$ cat config.mk
export PLATFORM = sky130hd
export DESIGN_NAME = noc_rr_merge_split
export DESIGN_NICKNAME = d
export VERILOG_FILES = /design/src/rtl/noc_rr_merge_split.sv
export SDC_FILE = /design/constraint.sdc
export NUM_CORES = 1
export LEC_CHECK = 0
export CAP_MARGIN = 20
export CORE_MARGIN = 3
export CORE_UTILIZATION = 30
export DETAILED_ROUTE_END_ITERATION = 16
export GPL_ROUTABILITY_DRIVEN = 0
export PLACE_DENSITY = 0.55
export SLEW_MARGIN = 20
export SYNTH_ARGS = -nofsm -noshare
export SYNTH_HDL_FRONTEND = slang
export SYNTH_SLANG_ARGS = --single-unit
$ cat constraint.sdc
create_clock -name clk -period 4.27 [get_ports clk]
set_clock_uncertainty 0.15 [all_clocks]
set_input_delay 0.427 -clock clk [delete_from_list [all_inputs] [get_ports clk]]
set_output_delay 0.427 -clock clk [all_outputs]
set_load 0.01 [all_outputs]
$ cat src/rtl/noc_rr_merge_split.sv
// Round-robin merge of NUM_IN packet channels into a small output FIFO.
// Each FIFO entry keeps its source channel, and the address field is split off at the output.
module noc_rr_merge_split #(
    parameter int NUM_IN = 4,
    parameter int WIDTH  = 11,
    parameter int ADDR_W = 4,
    parameter int DEPTH  = 2
) (
    input  logic                        clk,
    input  logic                        reset,
    input  logic [NUM_IN-1:0]           in_valid,
    input  logic [NUM_IN*WIDTH-1:0]     in_data,
    output logic [NUM_IN-1:0]           in_ready,
    output logic                        out_valid,
    input  logic                        out_ready,
    output logic [WIDTH-ADDR_W-1:0]     out_data,
    output logic [ADDR_W-1:0]           out_addr,
    output logic [$clog2(NUM_IN)-1:0]   out_src,
    output logic [$clog2(DEPTH):0]      fifo_count
);

    localparam int SW = $clog2(NUM_IN);
    localparam int AW = $clog2(DEPTH);
    localparam int CW = AW + 1;
    localparam logic [SW-1:0] LAST_CH  = SW'(NUM_IN - 1);
    localparam logic [SW:0]   NUM_V    = (SW+1)'(NUM_IN);
    localparam logic [CW-1:0] FULL_CNT = CW'(DEPTH);

    logic [SW-1:0]     ptr;
    logic [SW-1:0]     grant_idx;
    logic              grant_any;
    logic [SW:0]       cand;
    logic [NUM_IN-1:0] rot;
    logic [NUM_IN-1:0] grant_vec;
    logic              full;
    logic              push;
    logic              pop;
    logic [WIDTH-1:0]  pkt_in;
    logic [WIDTH-1:0]  head;

    logic [AW-1:0]     wr_ptr;
    logic [AW-1:0]     rd_ptr;
    logic [CW-1:0]     count;
    logic [WIDTH-1:0]  mem     [DEPTH];
    logic [SW-1:0]     src_mem [DEPTH];

    // Rotate the valid vector so bit 0 is the channel at ptr; the lowest set bit wins.
    always_comb begin
        rot       = NUM_IN'({in_valid, in_valid} >> ptr);
        grant_any = 1'b0;
        grant_idx = '0;
        cand      = '0;
        for (int k = 0; k < NUM_IN; k++) begin
            if (!grant_any && rot[k]) begin
                grant_any = 1'b1;
                cand      = {1'b0, ptr} + (SW+1)'(k);
                grant_idx = (cand >= NUM_V) ? SW'(cand - NUM_V) : SW'(cand);
            end
        end
    end

    // A pop in the same cycle never makes room, so full blocks every channel outright.
    always_comb begin
        full      = (count == FULL_CNT);
        grant_vec = grant_any ? (NUM_IN'(1) << grant_idx) : '0;
        in_ready  = (full || reset) ? '0 : grant_vec;
        push      = |in_ready;
        pop       = out_valid && out_ready;
        pkt_in    = in_data[grant_idx*WIDTH +: WIDTH];
    end

    always_ff @(posedge clk) begin
        if (reset) begin
            ptr    <= '0;
            wr_ptr <= '0;
            rd_ptr <= '0;
            count  <= '0;
        end else begin
            if (push) begin
                wr_ptr <= wr_ptr + 1'b1;
                ptr    <= (grant_idx == LAST_CH) ? '0 : grant_idx + 1'b1;
            end
            if (pop) begin
                rd_ptr <= rd_ptr + 1'b1;
            end
            case ({push, pop})
                2'b10:   count <= count + 1'b1;
                2'b01:   count <= count - 1'b1;
                default: count <= count;
            endcase
        end
    end

    // Storage needs no reset; the occupancy count alone decides what is live.
    always_ff @(posedge clk) begin
        if (push) begin
            mem[wr_ptr]     <= pkt_in;
            src_mem[wr_ptr] <= grant_idx;
        end
    end

    always_comb begin
        head       = mem[rd_ptr];
        out_valid  = (count != '0);
        out_data   = head[WIDTH-1:ADDR_W];
        out_addr   = head[ADDR_W-1:0];
        out_src    = src_mem[rd_ptr];
        fifo_count = count;
    end

endmodule
==> results of run 1 <==
## cell families (layout without fill, tap and decap cells)
kind of cell	after synthesis	in the layout	synth area share
compound gates	12	12	0.0619
xor+xnor	4	4	0.0197
fa+ha+maj	3	3	0.0211
buf+inv	10	86	0.0352
flops	33	33	0.518
mux	47	47	0.274
simple gates	24	24	0.0710
## metrics by stage
| stage | instances | hold WS [ns] | total power [uW] | setup WS (ns) |
|---|---|---|---|---|
| after floorplan | 133 | 0.331 | 932 | 1.14 |
| after global placement | 273 | 0.345 | 1200 | 0.746 |
| after detailed placement | 273 | 0.361 | 1220 | 0.573 |
| after CTS | 281 | 0.386 | 1440 | 0.871 |
| after global routing | 281 | 0.409 | 1510 | 0.682 |
| final | 281 | 0.376 | 1420 | 0.854 |
## worst max path at each step
| stage | endpoint | cells past startpoint | start |
|---|---|---|---|
| final | fifo_count[1]$_SDFFE_PP0P_ | 10 | in_valid[0] |
| after global routing | fifo_count[1]$_SDFFE_PP0P_ | 10 | in_valid[0] |
| after CTS | fifo_count[1]$_SDFFE_PP0P_ | 10 | in_valid[0] |
| after detailed placement | fifo_count[1]$_SDFFE_PP0P_ | 10 | in_valid[0] |
| after global placement | fifo_count[1]$_SDFFE_PP0P_ | 11 | in_valid[2] |
| after floorplan | fifo_count[1]$_SDFFE_PP0P_ | 11 | in_valid[2] |
## report_power, final
| part | switching [uW] | internal (uW) |
|---|---|---|
| Sequential | 54.0 | 469 |
| Clock | 106 | 114 |
| Combinational | 306 | 370 |
| Total | 466 | 953 |
## layer usage
metal | global-route usage | vias to the layer above | wire, um
met5 | 0 | - | 0
met4 | 0.0461 | 0 | 68
met3 | 0.0427 | 6 | 212
met2 | 0.222 | 43 | 2240
met1 | 0.142 | 616 | 1780
li1 | - | 639 | -
## sequential cells by signal (all words and copies together), names as in the netlist, named ones only
name / count
ptr: 2
mem: 22
rd_ptr: 1
fifo_count: 2
src_mem: 4
wr_ptr: 1
## cells in the final DEF, fill, tap and decap left out, drive strengths merged, types with 2 or more instances in the layout
master	count
a211oi	2
nand2b	2
mux2i	34
clkdlybuf4s50	70
inv	5
nor2	13
ha	3
and2	3
or2	2
mux2	13
xnor2	3
edfxtp	26
clkbuf	7
buf	3
dfxtp	7
a21oi	3
o21ai	3
## final cells by class
cell class,count,area [sq um],share of cell area
flip-flops and latches,33,921,0.350
multi-input cells,90,796,0.302
repair buffers,73,723,0.275
well taps,72,90.1,0.0342
clock buffers,7,76.3,0.0290
inverters,5,21.3,0.00808
clock inverters,1,5.00,0.00190
## worst max-delay path: stages
cell             delay [ns]
clkdlybuf4s50_1        0.54
nand2_1                0.09
a311oi_2               0.53
nor2_1                 0.13
ha_1                   0.22
or2_2                  0.32
o31ai_4                0.34
ha_1                   0.34
or3_1                  0.38
a21oi_1                0.15
==> results.tsv, run 1 <==
stage	metric	value	unit
global_routing	antenna_found_initial	0	
floorplan	die_x	83.0	um
finish	final_util	0.469	
global_routing	grt_pass1_wl	6840	um
worst_setup_path	cp.required	4.32	ns
finish	drive_gt1_frac	0.144	
floorplan	ios	71	
global_routing	grt_max_degree	24	
worst_setup_path	critPathArrivalTime	3.47	ns
worst_setup_path	reg2reg_slack	1.08	ns
clock_tree	clk_path_buf_depth	2	
clock_tree	clk_pin_slew	0.06	ns
place	portBuffers	70	
synth	yosysTopAreaCell	edfxtp_1	
routing	vias	1304	
synth	syn_area	1780	sq um
routing	ant_nets	0	
synth	synth_seq_cells	33	
finish	nFillCells	541	
synth	syn_avg_cell_area	13.4	sq um
synth	synth.most_common_cell	mux2i_1	
clock_tree	clock_sinks	33	
synth	synthCells	133	
sta	setup_viol	0	
global_routing	grtUsageTotal	0.127	
floorplan	coreArea	5610	sq um
run	maxCapViolCount	0	
floorplan	fp.dieH	83.0	um
sta	period_needed	3.42	ns
synth	synth_common_cells	mux2i_1 (34), edfxtp_1 (26), mux2_2 (13)	
finish	fin_area	2630	sq um
place	hpwl	3270	um
synth	synth_cell_types	29	
synth	async_flop_share	0	
worst_setup_path	crit_type	primary input to flop	
worst_setup_path	r2r-start	ptr[1]$_SDFFE_PP0N_	
hold_path	worstHoldPathCells	2	
worst_setup_path	r2r_cells	9	
routing	avgViaCountPerCell	4.64	
sta	worstMarginPinSlew	0.875	ns
clock_tree	cts_setup_buffers	0	
synth	syn_nets	187	
synth	ys.flop_type	edfxtp_1	
global_routing	grt_pass1_vias	1343	
sta	hold_viol_final	0	
clock_tree	root_buffer	clkbuf_8	
sta	fin_crit_sh	0.800	
place	place_area	2550	sq um
floorplan	initial_core_util	0.317	
finish	syn_to_final_growth	48.0	%
power_and_ir_drop	power.density	539	nW/um^2
run_status	status	finished clean	
hold_path	min_path_type	flop to flop	
floorplan	dieArea	6890	sq um
power_and_ir_drop	vdd_drop_max	0.178	mV
sta	fmax	293	MHz
sta	tns	0	ns
routing	drcViolationCount	0	
routing	drt_iter0_drc	47	
power_and_ir_drop	cellLeakagePower	0.00102	uW
routing	drt_pre_antenna_iters	4	
hold_path	hold_start	rd_ptr$_SDFFE_PP0P_	
finish	finalNetCount	262	
worst_setup_path	start_kind	primary input	
synth	synth-edff-count	26	
routing	routedWlPerCell	15.3	um
worst_setup_path	r2r_end	fifo_count[1]$_SDFFE_PP0P_	
sta	slew_viol_final	0	
clock_tree	tritoncts.num_buffers	5	
sta	rsz0062_at_grt	false	
worst_setup_path	end_kind	flop	
clock_tree	clk_latency	0.27	ns
clock_tree	ctsHoldBuffers	0	
synth	yosys_warnings	0	
floorplan	rows	27	
finish	diodes	0	
synth	ys_seq_area_frac	0.518	
clock_tree	cts-resized-gates	0	
clock_tree	cts_tree	built	
routing	wirelength	4300	um
synth	netlist_top_cells_area	edfxtp_1 (44%), mux2i_1 (19%), mux2_2 (8.2%)	
synth	synth_top_area_share	0.439	
sta	relSlewSlack	0.416	
global_routing	overflow	0	
clock_tree	cts.htree.levels	2	
worst_setup_path	cp_max_fo	7	
No activity file was read; power rests on OpenSTA's default activity.
==> run 2, diff against run 1 <==
- clock period: 4.27 -> 3.4 ns (I/O delays scaled with it)
==> results.tsv, run 2 (synthesis gave the netlist of run 1 again) <==
stage	metric	value	unit	change
place	pre_cts_slack	0.0327	ns	was 0.573 ns
worst_setup_path	crit_type	primary input to flop		unchanged
place	portBuffers	70		unchanged
routing	drt_iter0_drc	88		was 47
floorplan	die_x	83.0	um	unchanged
global_routing	grtUsageTotal	0.123		was 0.127
routing	drcViolationCount	0		unchanged
run_status	status	finished clean		unchanged
floorplan	ios	71		unchanged
floorplan	initial_core_util	0.317		unchanged
finish	layout_commonest_cell	clkdlybuf4s50_1		unchanged
finish	reg_top3	mem: 22 flops, src_mem: 4 flops		unchanged
worst_setup_path	cp_max_fo	4		was 7
floorplan	coreArea	5610	sq um	unchanged
global_routing	antenna_found_initial	0		unchanged
power_and_ir_drop	cellLeakagePower	0.00105	uW	was 0.00102 uW
clock_tree	cts-resized-gates	0		unchanged
hold_path	min_path_type	flop to flop		unchanged
sta	period_needed	3.12	ns	
clock_tree	cts_tree	built		unchanged
place	hpwl	3170	um	was 3270 um
sta	rsz0062_at_grt	false		unchanged
routing	ant_nets	0		unchanged
sta	worst_slack	0.281	ns	was 0.854 ns
finish	fin_area	2690	sq um	was 2630 sq um
sta	hold_slack	0.377	ns	was 0.376 ns
clock_tree	clk_pin_slew	0.06	ns	about the same
clock_tree	clk_path_buf_depth	2		unchanged
finish	regMostFlops	mem		unchanged
finish	diodes	0		unchanged
clock_tree	clock_sinks	33		unchanged
floorplan	dieArea	6890	sq um	unchanged
global_routing	grt_pass1_wl	6750	um	was 6840 um
finish	syn_to_final_growth	51.3	%	was 48.0%
worst_setup_path	r2r_cells	10		was 9
clock_tree	ctsHoldBuffers	0		unchanged
run	maxCapViolCount	0		unchanged
power_and_ir_drop	vdd_drop_max	0.210	mV	was 0.178 mV
finish	final_cell_mix	clkdlybuf4s50_1 (70), mux2i_1 (34), edfxtp_1 (26), mux2_2 (13), nor2_1 (10)		was clkdlybuf4s50_1 (70), mux2i_1 (34), edfxtp_1 (26), mux2_2 (13), nor2_1 (12)
routing	vias	1300		was 1304
finish	finalNetCount	266		was 262
sta	worstMarginPinSlew	0.911	ns	was 0.875 ns
hold_path	worstHoldEndpoint	fifo_count[1]$_SDFFE_PP0P_		
global_routing	grt_pass1_vias	1319		was 1343
sta	relSlewSlack	0.392		was 0.416
routing	drt_pre_antenna_iters	3		was 4
worst_setup_path	critPathArrivalTime	3.18	ns	was 3.47 ns
hold_path	worstHoldPathCells	2		unchanged
place	place_area	2580	sq um	was 2550 sq um
worst_setup_path	cp.required	3.46	ns	was 4.32 ns
sta	setup_viol	0		unchanged
clock_tree	cts.htree.levels	2		unchanged
clock_tree	clk_latency	0.27	ns	about the same
global_routing	grt_max_degree	24		unchanged
sta	slew_viol_final	0		unchanged
sta	fin_crit_sh	0.917		
routing	avgViaCountPerCell	4.56		was 4.64
sta	hold_viol_final	0		unchanged
floorplan	fp.dieH	83.0	um	unchanged
finish	nFillCells	529		was 541
global_routing	overflow	0		unchanged
sta	tns	0	ns	unchanged
routing	routedWlPerCell	14.4	um	was 15.3 um
clock_tree	root_buffer	clkbuf_8		unchanged
sta	fmax	321	MHz	
worst_setup_path	start_kind	primary input		unchanged
power_and_ir_drop	power.density	693	nW/um^2	was 539 nW/um^2
floorplan	rows	27		unchanged
routing	wirelength	4100	um	was 4300 um
worst_setup_path	reg2reg_slack	0.54	ns	was 1.08 ns
clock_tree	tritoncts.num_buffers	5		unchanged
worst_setup_path	r2r_end	fifo_count[1]$_SDFFE_PP0P_		unchanged
hold_path	hold_start	fifo_count[1]$_SDFFE_PP0P_		was rd_ptr$_SDFFE_PP0P_
finish	drive_gt1_frac	0.169		was 0.144
clock_tree	cts_setup_buffers	0		unchanged
worst_setup_path	r2r-start	ptr[0]$_SDFFE_PP0N_		was ptr[1]$_SDFFE_PP0N_
worst_setup_path	end_kind	flop		unchanged
finish	largest_reg_flops	22		unchanged
[run 2: cell types whose count changed in the layout (fill, tap and decap cells not counted), sizes merged]
cell    previous run  this run
buf                3         7
bufinv             0         1
clkbuf             7         6
[run 2: worst max-delay path by stage]
stage	to	cells past startpoint	slack, ns	from
floorplan	fifo_count[1]$_SDFFE_PP0P_	11	0.35	in_valid[2]
global placement	fifo_count[1]$_SDFFE_PP0P_	11	0.14	in_valid[2]
detailed placement	fifo_count[1]$_SDFFE_PP0P_	11	0.03	in_valid[2]
CTS	fifo_count[1]$_SDFFE_PP0P_	11	0.31	in_valid[2]
global route	fifo_count[1]$_SDFFE_PP0P_	11	0.17	in_valid[2]
finish	fifo_count[1]$_SDFFE_PP0P_	11	0.28	in_valid[2]
[run 2: layout make-up]
| type | instances | area (sq um) | area share |
|---|---|---|---|
| multi-input cells | 90 | 801 | 0.297 |
| repair buffers | 77 | 753 | 0.280 |
| clock inverters | 2 | 33.8 | 0.0125 |
| flip-flops and latches | 33 | 921 | 0.342 |
| well taps | 72 | 90.1 | 0.0335 |
| clock buffers | 6 | 72.6 | 0.0270 |
| inverters | 5 | 21.3 | 0.00790 |
[run 2: per-stage QoR]
step | instances | power (uW) | utilization
floorplan | 133 | 1170 | -
global placement | 277 | 1520 | 0.460
detailed placement | 277 | 1540 | 0.460
CTS | 285 | 1890 | 0.479
global route | 285 | 1990 | 0.480
finish | 285 | 1870 | 0.480
[run 2: where the power goes]
group	switching [uW]	internal, uW	total (uW)
clock	129	216	345
combinational	386	478	865
sequential	65.7	590	656
total	581	1280	1870
[run 2: layer usage]
layer,GRT usage,routed length (um)
met2,0.203,2010
met5,0,0
met1,0.150,1860
met3,0.0397,178
met4,0.0446,62
[run 2: critical path, cell delays in order]
cell,delay [ns]
clkdlybuf4s50_1,0.48
nor2b_4,0.17
a21o_1,0.19
a211oi_4,0.30
inv_4,0.05
ha_1,0.20
or2_2,0.31
o31ai_4,0.28
ha_1,0.32
or3_1,0.38
a21oi_1,0.15
==> variant 1: new RTL, config.mk and constraints of run 1 <==
Set the parameter `WIDTH` to 22 (it was 11).
--- a/src/rtl/noc_rr_merge_split.sv
+++ b/src/rtl/noc_rr_merge_split.sv
@@ -4,3 +4,3 @@
     parameter int NUM_IN = 4,
-    parameter int WIDTH  = 11,
+    parameter int WIDTH  = 22,
     parameter int ADDR_W = 4,
Ports: changed (resized in_data and out_data); port bits go from 71 to 126. No check against the original RTL was run, so the function may have changed too.
==> variant 1 against run 1 <==
- via count rose by 58%
- setup slack improved by 0.10 ns
- cell area rose by 67%
- total power rose by 65%
- sequential power rose by 71%
- global-route usage fell by 1.2 points
- largest cell class unchanged
- synthesized area rose by 62%
- synthesized cell count rose by 52%
- sequential cell count rose by 22
- core utilization rose by 0.35 points
- routed wire length rose by 48%
- non-clock buffer count rose by 58
- first-iteration DRC count fell by 11%
- critical path type is now input pin to output pin
==> variant 1: results (changes against run 1) <==
* Hold path depth at 1 (was 2)
* Synth Area in Compound Gates at 3.124% (was 6.188%)
* Switching share of power at 30.95% (was 32.86%)
* Status: completed (unchanged)
* Syn nets at 299 (was 187)
* Final wirelength at 6372 um (was 4299 um)
* GRT Overall Usage at 11.45% (was 12.66%)
* Combinational Power at 1110 uW (was 676 uW)
* Port Buffers at 125 (was 70)
* CP max FO at 28 (was 7)
* Met2 WL at 3328 um (was 2241 um)
* Hpwl dp at 4982 um (was 3268 um)
* Register area share after synthesis at 54.84% (was 51.76%)
* Layout cells sized above 1 at 13.72% (was 14.35%)
* CP startpoint: in_valid[2] (was in_valid[0])
* Met1 Track Usage GR at 13.30% (was 14.16%)
* CP max stage cell: o32a_2 (was clkdlybuf4s50_1)
* Clk_lat worst skew at 0.30 ns (was 0.27 ns)
* Met3 WL at 349 um (was 212 um)
* Slew headroom at 45.62% (was 41.59%)
* Dpl cell area at 4283 um2 (was 2551 um2)
* Placed instance count at 450 (was 273)
* Synth area leaders: edfxtp_1 (50%), mux2i_1 (23%), mux2_2 (9.4%) (was edfxtp_1 (44%), mux2i_1 (19%), mux2_2 (8.2%))
* First-pass GRT wire length at 10040 um (was 6844 um)
* Largest net degree at the start of global routing at 30 (was 24)
* GRT met2 Usage at 20.66% (was 22.23%)
* Post-synth EDFFs at 48 (was 26)
* R2r setup slk at 1.28 ns (was 1.08 ns)
* Hold slack at 0.3548 ns (was 0.3756 ns)
* Clk power at 330 uW (was 221 uW)
* Via Count at 2054 (was 1304)
* Crit-path max cell delay at 0.74 ns (was 0.54 ns)
* Post-synth top cells: mux2i_1 (67), edfxtp_1 (48), mux2_2 (24) (was mux2i_1 (34), edfxtp_1 (26), mux2_2 (13))
* Distinct cell type count after synthesis at 31 (was 29)
-- variant 1: cell types whose count changed in the layout (fill, tap and decap cells not counted), sizes merged, moves of 3 or more --
cell                  run 1  this run
clkdlybuf4s50            70       125
mux2i                    34        67
edfxtp                   26        48
mux2                     13        25
nor2                     13         7
nor2b                     1         5
buf                       3         6
-- variant 1: final cells by class --
cell class | count | area (um2)
Inverter | 4 | 15.01
Clock inverter | 2 | 37.54
Tap cell | 129 | 161.4
Multi-Input combinational cell | 131 | 1229
Timing Repair Buffer | 131 | 1296
Clock buffer | 5 | 68.82
Fill cell | 872 | 4893
Sequential cell | 55 | 1583
-- variant 1: critical path: cells and delay by family --
family | cells | cell delay, ns
AOI/OAI and AO/OA | 1 | 0.74
and+or+nand+nor | 2 | 0.50
buffers and inverters | 2 | 1.08
-- variant 1: cell families after synthesis --
logic type / Yosys count
AO/OA/AOI/OAI: 11
multiplexers: 92
AND/OR/NAND/NOR: 23
flip-flops: 55
adder cells (fa/ha/maj): 2
XOR/XNOR: 3
buffers and inverters: 16
==> variant 2: new RTL, flow settings as in run 1 <==
Without the edit above. Register the output `fifo_count`, without a reset; this adds one clock of latency there. The other outputs are not delayed to match.
--- a/src/rtl/noc_rr_merge_split.sv
+++ b/src/rtl/noc_rr_merge_split.sv
@@ -27,2 +27,4 @@
     localparam logic [CW-1:0] FULL_CNT = CW'(DEPTH);
+
+    logic [$clog2(DEPTH):0] fifo_count_d;
 
@@ -107,3 +109,7 @@
         out_src    = src_mem[rd_ptr];
-        fifo_count = count;
+        fifo_count_d = count;
+    end
+
+    always_ff @(posedge clk) begin
+        fifo_count <= fifo_count_d;
     end
Function: changed (a bounded check fails within 4 cycles, from zero or initial values and one cycle with reset high).
==> variant 2 against run 1 <==
- first-iteration DRC count grew 2.1%
- setup slack better by 0.038 ns
- routed wire length down 7.4%
- synthesized area increased by 2.6%
- core utilization is 0.31 points higher
- count of clock-buffer cells in the layout grew 1
- fmax rose by 1.1%
- cell area is 2.5% higher
- total power increased by 0.35%
- sequential cell count up 2
- critical endpoint is now count[1]$_SDFFE_PP0P_
==> variant 2: results (changes against run 1) <==
* Post-synth top cells: mux2i_1 (35), edfxtp_1 (26), mux2_2 (13) (was mux2i_1 (34), edfxtp_1 (26), mux2_2 (13))
* CP startpoint: in_valid[2] (was in_valid[0])
* Comb power frac at 44.6% (was 47.6%)
* Synthesized instance count at 135 (was 133)
* Met3 WL at 317 um (was 212 um)
* GRT Overall Usage at 11.81% (was 12.66%)
* Non-Filler Instances at 283 (was 281)
* Syn nets at 189 (was 187)
* First-pass GRT wire length at 6693 um (was 6844 um)
* Crit-path max cell delay at 0.51 ns (was 0.54 ns)
* Met1 Track Usage GR at 13.80% (was 14.16%)
* Synth area leaders: edfxtp_1 (43%), mux2i_1 (19%), dfxtp_1 (9.9%) (was edfxtp_1 (44%), mux2i_1 (19%), mux2_2 (8.2%))
* Met2 WL at 1849 um (was 2241 um)
* Place WS at 0.5896 ns (was 0.5733 ns)
* DRT Pass-1 Iters at 3 (was 4)
* Vias in the first global route at 1414 (was 1343)
* Worst setup path end: count[1]$_SDFFE_PP0P_ (was fifo_count[1]$_SDFFE_PP0P_)
* Crit path DAT at 3.43 ns (was 3.47 ns)
* Met3 usage at 3.554% (was 4.266%)
* Hold slack at 0.2459 ns (was 0.3756 ns)
* Slew @ Worst Pin at 0.8503 ns (was 0.8752 ns)
* Seq power at 538 uW (was 523 uW)
* Crit Reg-Reg Startpoint: ptr[0]$_SDFFE_PP0N_ (was ptr[1]$_SDFFE_PP0N_)
* Peak supply drop at 0.0002640 V (was 0.0001780 V)
* Dpl cell area at 2597 um2 (was 2551 um2)
* DRT met1 WL at 1752 um (was 1776 um)
* Final nets at 264 (was 262)
* Status: completed (unchanged)
* Distinct cell type count after synthesis at 30 (was 29)
* Pleak at 0.0009911 uW (was 0.001020 uW)
* 1st-iter DRT viols at 48 (was 47)
* Register area share after synthesis at 52.64% (was 51.76%)
* Vias per cell at 4.654 (was 4.641)
* Max Fclk at 0.2961 GHz (was 0.2927 GHz)
* Hpwl dp at 3018 um (was 3268 um)
* Largest net degree at the start of global routing at 25 (was 24)
* Hold path depth at 0 (was 2)
* CP top delay family: simple AND/OR/NAND/NOR gates (was compound AO/OA/AOI/OAI gates)
-- variant 2: changes by cell type in the layout (fill, tap and decap cells not counted), moves of 2 or more --
cell and delta:
clkbuf_8 +2, dfxtp_1 +2, inv_1 -2, nor3_1 +2
o21ai_0 +2, o21ai_1 -2
-- variant 2: cells by family after synthesis --
kind of cell	count (synthesis)	synth area share [%]
adders and majority gates	3	2.056
xor gates and xnor gates	4	1.919
DFF	35	52.64
AOI/OAI and AO/OA	8	4.249
muxes	48	27.21
and+or+nand+nor	29	9.048
buffers and inverters	8	2.878
-- variant 2: layout make-up --
class | instances | area (um2)
sequential | 35 | 960.9
tap | 72 | 90.09
timing repair buffer | 73 | 723.2
multi-input combinational | 92 | 812.0
inverter | 3 | 11.26
fill | 528 | 3012
clock buffer | 8 | 100.1
